--- src/rtl/uart_rx_deframer_if.sv ---
// Byte-stream interface of the UART receive deframer.
// master: the deframer (samples rxIn, drives the byte buffer and status).
// slave : the environment/consumer (drives the line and rxReady).
`timescale 1ns/1ps

interface uart_rx_deframer_if;
    logic       rxIn;
    logic [7:0] rxData;
    logic       rxValid;
    logic       rxReady;
    logic       frameErr;
    logic       overrun;
    logic       busy;

    modport master (
        input  rxIn,
        input  rxReady,
        output rxData,
        output rxValid,
        output frameErr,
        output overrun,
        output busy
    );

    modport slave (
        output rxIn,
        output rxReady,
        input  rxData,
        input  rxValid,
        input  frameErr,
        input  overrun,
        input  busy
    );
endinterface

--- src/rtl/uart_rx_deframer.sv ---
// UART receive deframer: 8N1, LSB first, mid-bit sampling timed from the
// start-bit edge, single-entry valid/ready output buffer.
// Optional build macro UART_RX_PARITY_EN adds one even-parity bit between
// the last data bit and the stop bit.
`timescale 1ns/1ps

module uart_rx_deframer #(
    parameter int CLKS_PER_BIT = 434,
    parameter int CNT_W        = 16
) (
    input  logic                clk,
    input  logic                rst,
    uart_rx_deframer_if.master  rx
);

    localparam logic [2:0] ST_IDLE      = 3'd0;
    localparam logic [2:0] ST_START     = 3'd1;
    localparam logic [2:0] ST_DATA      = 3'd2;
    localparam logic [2:0] ST_STOP      = 3'd3;
    localparam logic [2:0] ST_WAIT_HIGH = 3'd4;
`ifdef UART_RX_PARITY_EN
    localparam logic [2:0] ST_PARITY    = 3'd5;
`endif

    // Start check lands half a bit after the edge; every later sample is one
    // full bit period after the previous one, so all samples sit mid-bit.
    localparam logic [CNT_W-1:0] HALF_LAST = CNT_W'(CLKS_PER_BIT / 2 - 1);
    localparam logic [CNT_W-1:0] BIT_LAST  = CNT_W'(CLKS_PER_BIT - 1);

    logic [2:0]       state;
    logic [CNT_W-1:0] bit_cnt;
    logic [2:0]       bit_idx;
    logic [7:0]       shift;
`ifdef UART_RX_PARITY_EN
    logic             par_err;
`endif

    logic [7:0]       data_q;
    logic             valid_q;
    logic             ferr_q;
    logic             ovr_q;

    logic             bit_end;
    logic             stop_done;
    logic             good_frame;
    logic             bad_frame;

    // Stop-sample outcome, shared by the FSM and the output buffer.
    always_comb begin
        bit_end    = (bit_cnt == BIT_LAST);
        stop_done  = (state == ST_STOP) && bit_end;
`ifdef UART_RX_PARITY_EN
        good_frame = stop_done && rx.rxIn && !par_err;
`else
        good_frame = stop_done && rx.rxIn;
`endif
        bad_frame  = stop_done && !good_frame;
    end

    // Frame FSM: start qualification, bit timing and data shifting.
    always_ff @(posedge clk or posedge rst) begin
        if (rst) begin
            // NOTE: the shift register is reset along with the counters so a
            // frame aborted by reset can never leak old bits into a later byte.
            state   <= ST_IDLE;
            bit_cnt <= '0;
            bit_idx <= '0;
            shift   <= '0;
`ifdef UART_RX_PARITY_EN
            par_err <= 1'b0;
`endif
        end else begin
            // NOTE: non-blocking assignments throughout, so every branch below
            // reads the pre-edge values of state and counters.
            case (state)
                ST_IDLE: begin
                    if (!rx.rxIn) begin
                        state   <= ST_START;
                        bit_cnt <= '0;
                    end
                end

                ST_START: begin
                    if (bit_cnt == HALF_LAST) begin
                        if (!rx.rxIn) begin
                            state   <= ST_DATA;
                            bit_cnt <= '0;
                            bit_idx <= '0;
                        end else begin
                            // Glitch shorter than half a bit: silently ignore.
                            state   <= ST_IDLE;
                        end
                    end else begin
                        bit_cnt <= bit_cnt + 1'b1;
                    end
                end

                ST_DATA: begin
                    if (bit_end) begin
                        shift[bit_idx] <= rx.rxIn;
                        bit_cnt        <= '0;
                        if (bit_idx == 3'd7) begin
`ifdef UART_RX_PARITY_EN
                            state <= ST_PARITY;
`else
                            state <= ST_STOP;
`endif
                        end else begin
                            bit_idx <= bit_idx + 1'b1;
                        end
                    end else begin
                        bit_cnt <= bit_cnt + 1'b1;
                    end
                end

`ifdef UART_RX_PARITY_EN
                ST_PARITY: begin
                    if (bit_end) begin
                        // Even parity: data bits plus parity bit XOR to zero.
                        par_err <= rx.rxIn ^ (^shift);
                        bit_cnt <= '0;
                        state   <= ST_STOP;
                    end else begin
                        bit_cnt <= bit_cnt + 1'b1;
                    end
                end
`endif

                ST_STOP: begin
                    if (bit_end) begin
                        bit_cnt <= '0;
                        state   <= rx.rxIn ? ST_IDLE : ST_WAIT_HIGH;
                    end else begin
                        bit_cnt <= bit_cnt + 1'b1;
                    end
                end

                ST_WAIT_HIGH: begin
                    // A held-low line (break) must not look like a new start bit.
                    if (rx.rxIn) begin
                        state <= ST_IDLE;
                    end
                end

                default: begin
                    state <= ST_IDLE;
                end
            endcase
        end
    end

    // Single-entry output buffer plus one-cycle error/overrun pulses.
    always_ff @(posedge clk or posedge rst) begin
        if (rst) begin
            data_q  <= '0;
            valid_q <= 1'b0;
            ferr_q  <= 1'b0;
            ovr_q   <= 1'b0;
        end else begin
            ferr_q <= bad_frame;
            ovr_q  <= 1'b0;
            if (good_frame) begin
                // A byte arriving in the same cycle as an accept takes the slot.
                if (!valid_q || rx.rxReady) begin
                    data_q  <= shift;
                    valid_q <= 1'b1;
                end else begin
                    ovr_q   <= 1'b1;
                end
            end else if (valid_q && rx.rxReady) begin
                valid_q <= 1'b0;
            end
        end
    end

    assign rx.rxData   = data_q;
    assign rx.rxValid  = valid_q;
    assign rx.frameErr = ferr_q;
    assign rx.overrun  = ovr_q;
    assign rx.busy     = (state != ST_IDLE);

endmodule

--- src/flat_wrapper.sv ---
// flat-port wrapper written by rule: the top's interface ports become plain ports
module uart_rx_deframer_flat 
#(
    parameter int CLKS_PER_BIT = 434,
    parameter int CNT_W        = 16
)
  (clk, rst, rx_rxIn, rx_rxReady, rx_rxData, rx_rxValid, rx_frameErr, rx_overrun, rx_busy);
  uart_rx_deframer_if rx_i ();
  input  logic clk;
  input  logic rst;
  input wire logic [$bits(rx_i.rxIn)-1:0] rx_rxIn;
  input wire logic [$bits(rx_i.rxReady)-1:0] rx_rxReady;
  output wire logic [$bits(rx_i.rxData)-1:0] rx_rxData;
  output wire logic [$bits(rx_i.rxValid)-1:0] rx_rxValid;
  output wire logic [$bits(rx_i.frameErr)-1:0] rx_frameErr;
  output wire logic [$bits(rx_i.overrun)-1:0] rx_overrun;
  output wire logic [$bits(rx_i.busy)-1:0] rx_busy;
  assign rx_i.rxIn = rx_rxIn;
  assign rx_i.rxReady = rx_rxReady;
  assign rx_rxData = rx_i.rxData;
  assign rx_rxValid = rx_i.rxValid;
  assign rx_frameErr = rx_i.frameErr;
  assign rx_overrun = rx_i.overrun;
  assign rx_busy = rx_i.busy;
  uart_rx_deframer #(.CLKS_PER_BIT(CLKS_PER_BIT), .CNT_W(CNT_W)) u_core (.clk(clk), .rst(rst), .rx(rx_i));
endmodule
--- config.mk ---
export PLATFORM = sky130hd
export DESIGN_NAME = uart_rx_deframer_flat
export DESIGN_NICKNAME = d
export VERILOG_FILES = /design/src/rtl/uart_rx_deframer_if.sv /design/src/rtl/uart_rx_deframer.sv /design/src/flat_wrapper.sv
export SDC_FILE = /design/constraint.sdc
export NUM_CORES = 1
export LEC_CHECK = 0
export ABC_CLOCK_PERIOD_IN_PS = 2050
export CAP_MARGIN = 10
export CORE_ASPECT_RATIO = 1.25
export CORE_UTILIZATION = 25
export DETAILED_ROUTE_END_ITERATION = 8
export DONT_BUFFER_PORTS = 1
export GPL_ROUTABILITY_DRIVEN = 1
export SYNTH_ARGS = -nofsm -noshare
export SYNTH_HDL_FRONTEND = slang
export SYNTH_SLANG_ARGS = --single-unit
--- constraint.sdc ---
create_clock -name clk -period 2.05 [get_ports clk]
set_input_delay 0.41 -clock clk [delete_from_list [all_inputs] [get_ports clk]]
set_output_delay 0.41 -clock clk [all_outputs]
set_load 0.02 [all_outputs]
Yosys cells after proc, flatten, opt, wreduce, memory -nomap -nowiden
Cells that the tools add are included.
{"block": "classes", "addsub": 2, "magnitude_cmp": 2, "n_eq_ne": 16, "mux": 26, "n_reduce_logical": 19}
{"op": "16-bit 2-to-1 mux", "count": 3}
{"op": "16-bit case mux with 3 select lines", "count": 1}
{"op": "3-bit 2-to-1 mux", "count": 11}
{"op": "16-bit by 1-bit adder with 16-bit output, second input constant", "count": 1}
{"op": "16-bit by 8-bit == test with 1-bit output, second input constant", "count": 1}
{"op": "16-bit by 9-bit == test with 1-bit output, second input constant", "count": 1}
{"op": "3-bit case mux with 5 select lines", "count": 1}
{"op": "2-bit inequality test, second input constant", "count": 5}
{"op": "8-bit bitwise mux", "count": 1}
{"op": "2-bit by 1-bit inequality test with 1-bit output, second input constant", "count": 4}
{"op": "3-bit by 2-bit == test with 1-bit output, second input constant", "count": 2}
{"op": "3-bit == test, second input constant", "count": 2}
{"op": "1-bit 2-to-1 mux", "count": 6}
{"op": "3-bit case mux with 2 select lines", "count": 1}
{"op": "2-bit AND reduction", "count": 3}
{"op": "6-bit AND reduction", "count": 1}
{"op": "3-bit nonzero test", "count": 2}
{"op": "1-bit logical AND", "count": 5}
{"op": "5-bit AND reduction", "count": 1}
{"op": "3-bit by 4-bit less-than comparator with 1-bit output, second input constant", "count": 1}
{"op": "2-bit nonzero test", "count": 2}
{"op": "3-bit by 1-bit adder with 3-bit output, second input constant", "count": 1}
{"op": "1-bit demux with 3-bit select", "count": 1}
{"op": "3-bit by 1-bit == test with 1-bit output, second input constant", "count": 1}
{"op": "6 further kinds", "count": 7}
{"block": "word_totals", "regBits": 41, "in_bits": 4, "output_inout_bits": 12}

Logic depth before layout (Yosys ltp)
{"block": "logic_depth", "depth_word": 5, "ltp_mapped": 9}

Least setup slack after synthesis
No wires, ideal clock.
{"block": "synth_path", "path_kind": "register to register", "startpoint": "register u_core.bit_cnt[1]", "endpoint": "register u_core.shift[7]", "t_arrival_ps": 1865, "required_time_ps": 1925, "slack_ps": 60, "stages_incl_launch_ff": 8, "n_path_buf": 0, "synth_period_minus_slack_ps": 1990, "path_cell_list": "dfrtp_1 > inv_1 > ha_1 > and4bb_2 > nand3_1 > or4_4 > nor2_1 > mux2_2"}
{"block": "synth_via", "elab_chain_cells": 2}
{"item": "start: declaration", "line_no": "uart_rx_deframer.sv:31", "source": "logic [CNT_W-1:0] bit_cnt;"}
{"item": "start signal: assignment", "line_no": "uart_rx_deframer.sv:94", "source": "bit_cnt <= bit_cnt + 1'b1;"}
{"item": "start signal: assignment", "line_no": "uart_rx_deframer.sv:112", "source": "bit_cnt <= bit_cnt + 1'b1;"}
{"item": "start signal: assignment", "line_no": "uart_rx_deframer.sv:134", "source": "bit_cnt <= bit_cnt + 1'b1;"}
{"item": "16-bit by 9-bit == test with 1-bit output", "line_no": "uart_rx_deframer.sv:50", "source": "bit_end = (bit_cnt == BIT_LAST);"}
{"item": "2-bit AND reduction (no source line)"}
{"item": "end signal: indexed assignment", "line_no": "uart_rx_deframer.sv:100", "source": "shift[bit_idx] <= rx.rxIn;"}
{"item": "end: declaration", "line_no": "uart_rx_deframer.sv:33", "source": "logic [7:0] shift;"}
Every way passes these cells.
A chain may end at the register's enable or synchronous reset.

Worst setup path after layout
{"block": "layout_path", "startpoint": "register u_core.bit_cnt[10]", "endpoint": "register u_core.shift[5]"}
Same word-level chain as after synthesis.

==> qor.csv <==
stage,metric,value,unit
setup_path,crit_fanout,4,
power_and_ir_drop,p_leak,0.001234,uW
logic_synthesis,synth-seq-cells,41,
clock_network,cts_root_buffer,clkbuf_8,
logic_synthesis,synthArstFlopShare,1.000,
power_and_ir_drop,ir_drop,0.2705,mV
route,wl,4.725,mm
power_and_ir_drop,p_total,2347,uW
floorplan,rows,38,
setup_path,crit_arrival,2.24,ns
global_route,grt_pass1_wl,8.017,mm
logic_synthesis,yosysSeqAreaShare,0.4646,
setup_path,crit_start,u_core.bit_cnt[10],
sta,max_freq,487.1,MHz
placement,place.gp.congestion,0.7735,
clock_network,clock_path_buffers,2,
logic_synthesis,synth_edf_count,0,
outcome,status,"complete, but fails checks",
finish,final_common_cell,dfrtp_1,
route,drtAntennaViolNets,0,
setup_path,crit_end,u_core.shift[5],
sta,final-max-slew-violation-count,0,
clock_network,htreeDepth,2,
setup_path,startpoint_type,register,
route,drtIter0Drc,80,
power_and_ir_drop,power_density,874.7,nW/um^2
finish,final_cells,360,
logic_synthesis,yosysWarnings,0,
logic_synthesis,syn-num-nets,216,
setup_path,reg2reg_depth,5,
setup_path,reg2reg_from,u_core.bit_cnt[10],
setup_path,worstSetupPathType,reg -> reg,
logic_synthesis,synth.distinct_cells,47,
sta,post-route-period-util,1.001,
logic_synthesis,synthesis.area,2208,sq um
route,drc,0,
placement,placed_cell_area,2561,sq um
global_route,grt_overflow,0,
sta,layout_setup_ws,-0.002826,ns
finish,final_cell_mix,"dfrtp_1 (41), buf_4 (32), nand2_1 (17), nor2_1 (13), mux2_2 (12)",
sta,setup_viol_count_final,1,
global_route,grt_start_max_net_pins,42,
sta,finalHoldViolations,0,
logic_synthesis,syn_inst,207,
placement,io_buffer_count,0,
clock_network,cts.sinks,41,
floorplan,die_width,86.07,um
setup_path,crit_required,2.23,ns
sta,fin_crit,2.053,ns
global_route,groute.usage.overall,0.1115,
clock_network,cts_tree,yes,
placement,hpwl,3.394,mm
outcome,violations,setup timing,
logic_synthesis,synth_top_flop_cell,dfrtp_1,
route,vias,1696,
setup_path,r2r_slack,-0.003,ns
route,drt-pass1-iter-count,4,
floorplan,start_util,0.2566,
floorplan,coreArea,8606,sq um
sta,holdWs,0.1110,ns
logic_synthesis,synth.avg_cell_area,10.67,sq um
route,wl_per_cell,13.13,um
sta,maxSlewHeadroom,0.6452,
finish,nFillCells,880,
finish,fin_nets,248,
setup_path,r2r_end,u_core.shift[5],
finish,stdcell_area,2683,sq um
flow_run,max_cap_violations,0,
sta,rsz0062_at_grt,true,
clock_network,cts_hold_buf,0,
clock_network,clock_latency,0.30,ns
clock_network,clkTransAtPathRegs,0.08,ns
floorplan,dieArea,9216,sq um
floorplan,die_h,107.1,um
clock_network,cts_made_buffers,5,
global_route,antenna_found_initial,0,
sta,fin_tns_setup,-0.002826,ns
hold_path,min_path_type,in -> async,
route,vias_per_cell,4.711,
floorplan,io_pins,16,
global_route,grt_pass1_vias,1707,
finish,drive_gt1_frac,0.3000,
sta,clock_skew,0.006246,ns
finish,antenna_cells,0,
finish,synthToLayoutAreaGrowth,21.47,%
setup_path,cp-end-kind,register,
placement,placed_cells,350,
sta,max_slew.worst_pin.slew,0.5322,ns
## power by group
| group | total (uW) | internal, uW | switching, uW |
|---|---|---|---|
| sequential | 1020 | 913 | 110 |
| combinational | 748 | 382 | 366 |
| clock | 575 | 273 | 302 |
| total | 2350 | 1570 | 778 |
## synth_stat cells (all sizes together), types with 7 or more instances
master / number / area [sq um]
a21oi: 8 / 40.04
a31oi: 10 / 62.56
buf: 7 / 42.54
dfrtp: 41 / 1026
inv: 8 / 30.03
mux2: 17 / 195.2
nand2: 17 / 63.81
nand2b: 7 / 43.79
nand3: 12 / 65.06
nor2: 14 / 52.55
nor3: 7 / 60.06
## registers in the layout, summed over array words and instances, names as in the netlist
name and flops:
u_core.bit_cnt 16, u_core.rx.rxData 8, u_core.shift 8, u_core.bit_idx 3, u_core.state 3, u_core.rx.frameErr 1, u_core.rx.overrun 1, u_core.rx.rxValid 1
## routing by layer
metal | vias up | part of all wire | GRT usage
met5 | - | 0 | 0
met4 | 0 | 0.024 | 0.05476
met3 | 10 | 0.032 | 0.02848
met2 | 32 | 0.53 | 0.1950
met1 | 840 | 0.42 | 0.1243
li1 | 814 | - | -
## kinds of logic (layout without fill, tap and decap cells)
logic type / after synthesis / in the layout / synth area share
flip-flops: 41 / 41 / 0.4646
XOR/XNOR: 2 / 2 / 0.007933
multiplexers: 19 / 19 / 0.09745
AND/OR/NAND/NOR: 84 / 84 / 0.2312
AO/OA/AOI/OAI: 39 / 39 / 0.1343
buffers and inverters: 17 / 50 / 0.03626
adder cells (fa/ha/maj): 5 / 5 / 0.02833
## worst min path at each step
stage	to	cells past startpoint	slack (ns)
3_5_place_dp	u_core.rx.rxData[0]	2	0.46
6_report	u_core.rx.rxData[0]	2	0.11
2_1_floorplan	u_core.shift[1]	1	0.45
3_3_place_gp	u_core.bit_cnt[13]	2	0.46
4_1_cts	u_core.rx.rxData[0]	2	0.13
5_1_grt	u_core.bit_cnt[14]	2	0.16
## metrics by stage
stage / worst slack (ns) / utilization
floorplan: 0.05997 / -
global placement: 0.03074 / 0.2976
detailed placement: -0.009998 / 0.2976
CTS: -0.02492 / 0.3100
global route: -0.1320 / 0.3117
finish: -0.002826 / 0.3117
## repair_timing
item,in CTS,in global routing
buffers inserted,1,1
gates resized for setup,2,4
pin swaps,0,3
endpoints found under the setup margin,4,19
## final cells by class
type	count	area [sq um]	area share
timing repair buffer	34	271.5	0.1012
tap	120	150.1	0.05597
inverter	8	30.03	0.01119
multi-input combinational	149	1109	0.4132
sequential	41	1026	0.3825
clock buffer	6	82.58	0.03078
clock inverter	2	13.76	0.005131
## critical path: stages (launching register included)
cell and delay [ns]:
dfrtp_1 0.41, nor4b_4 0.36, nand3_2 0.11, or4_4 0.58, nor3_2 0.14, mux2_1 0.33
Note: power is estimated with default switching activity, not from simulation.
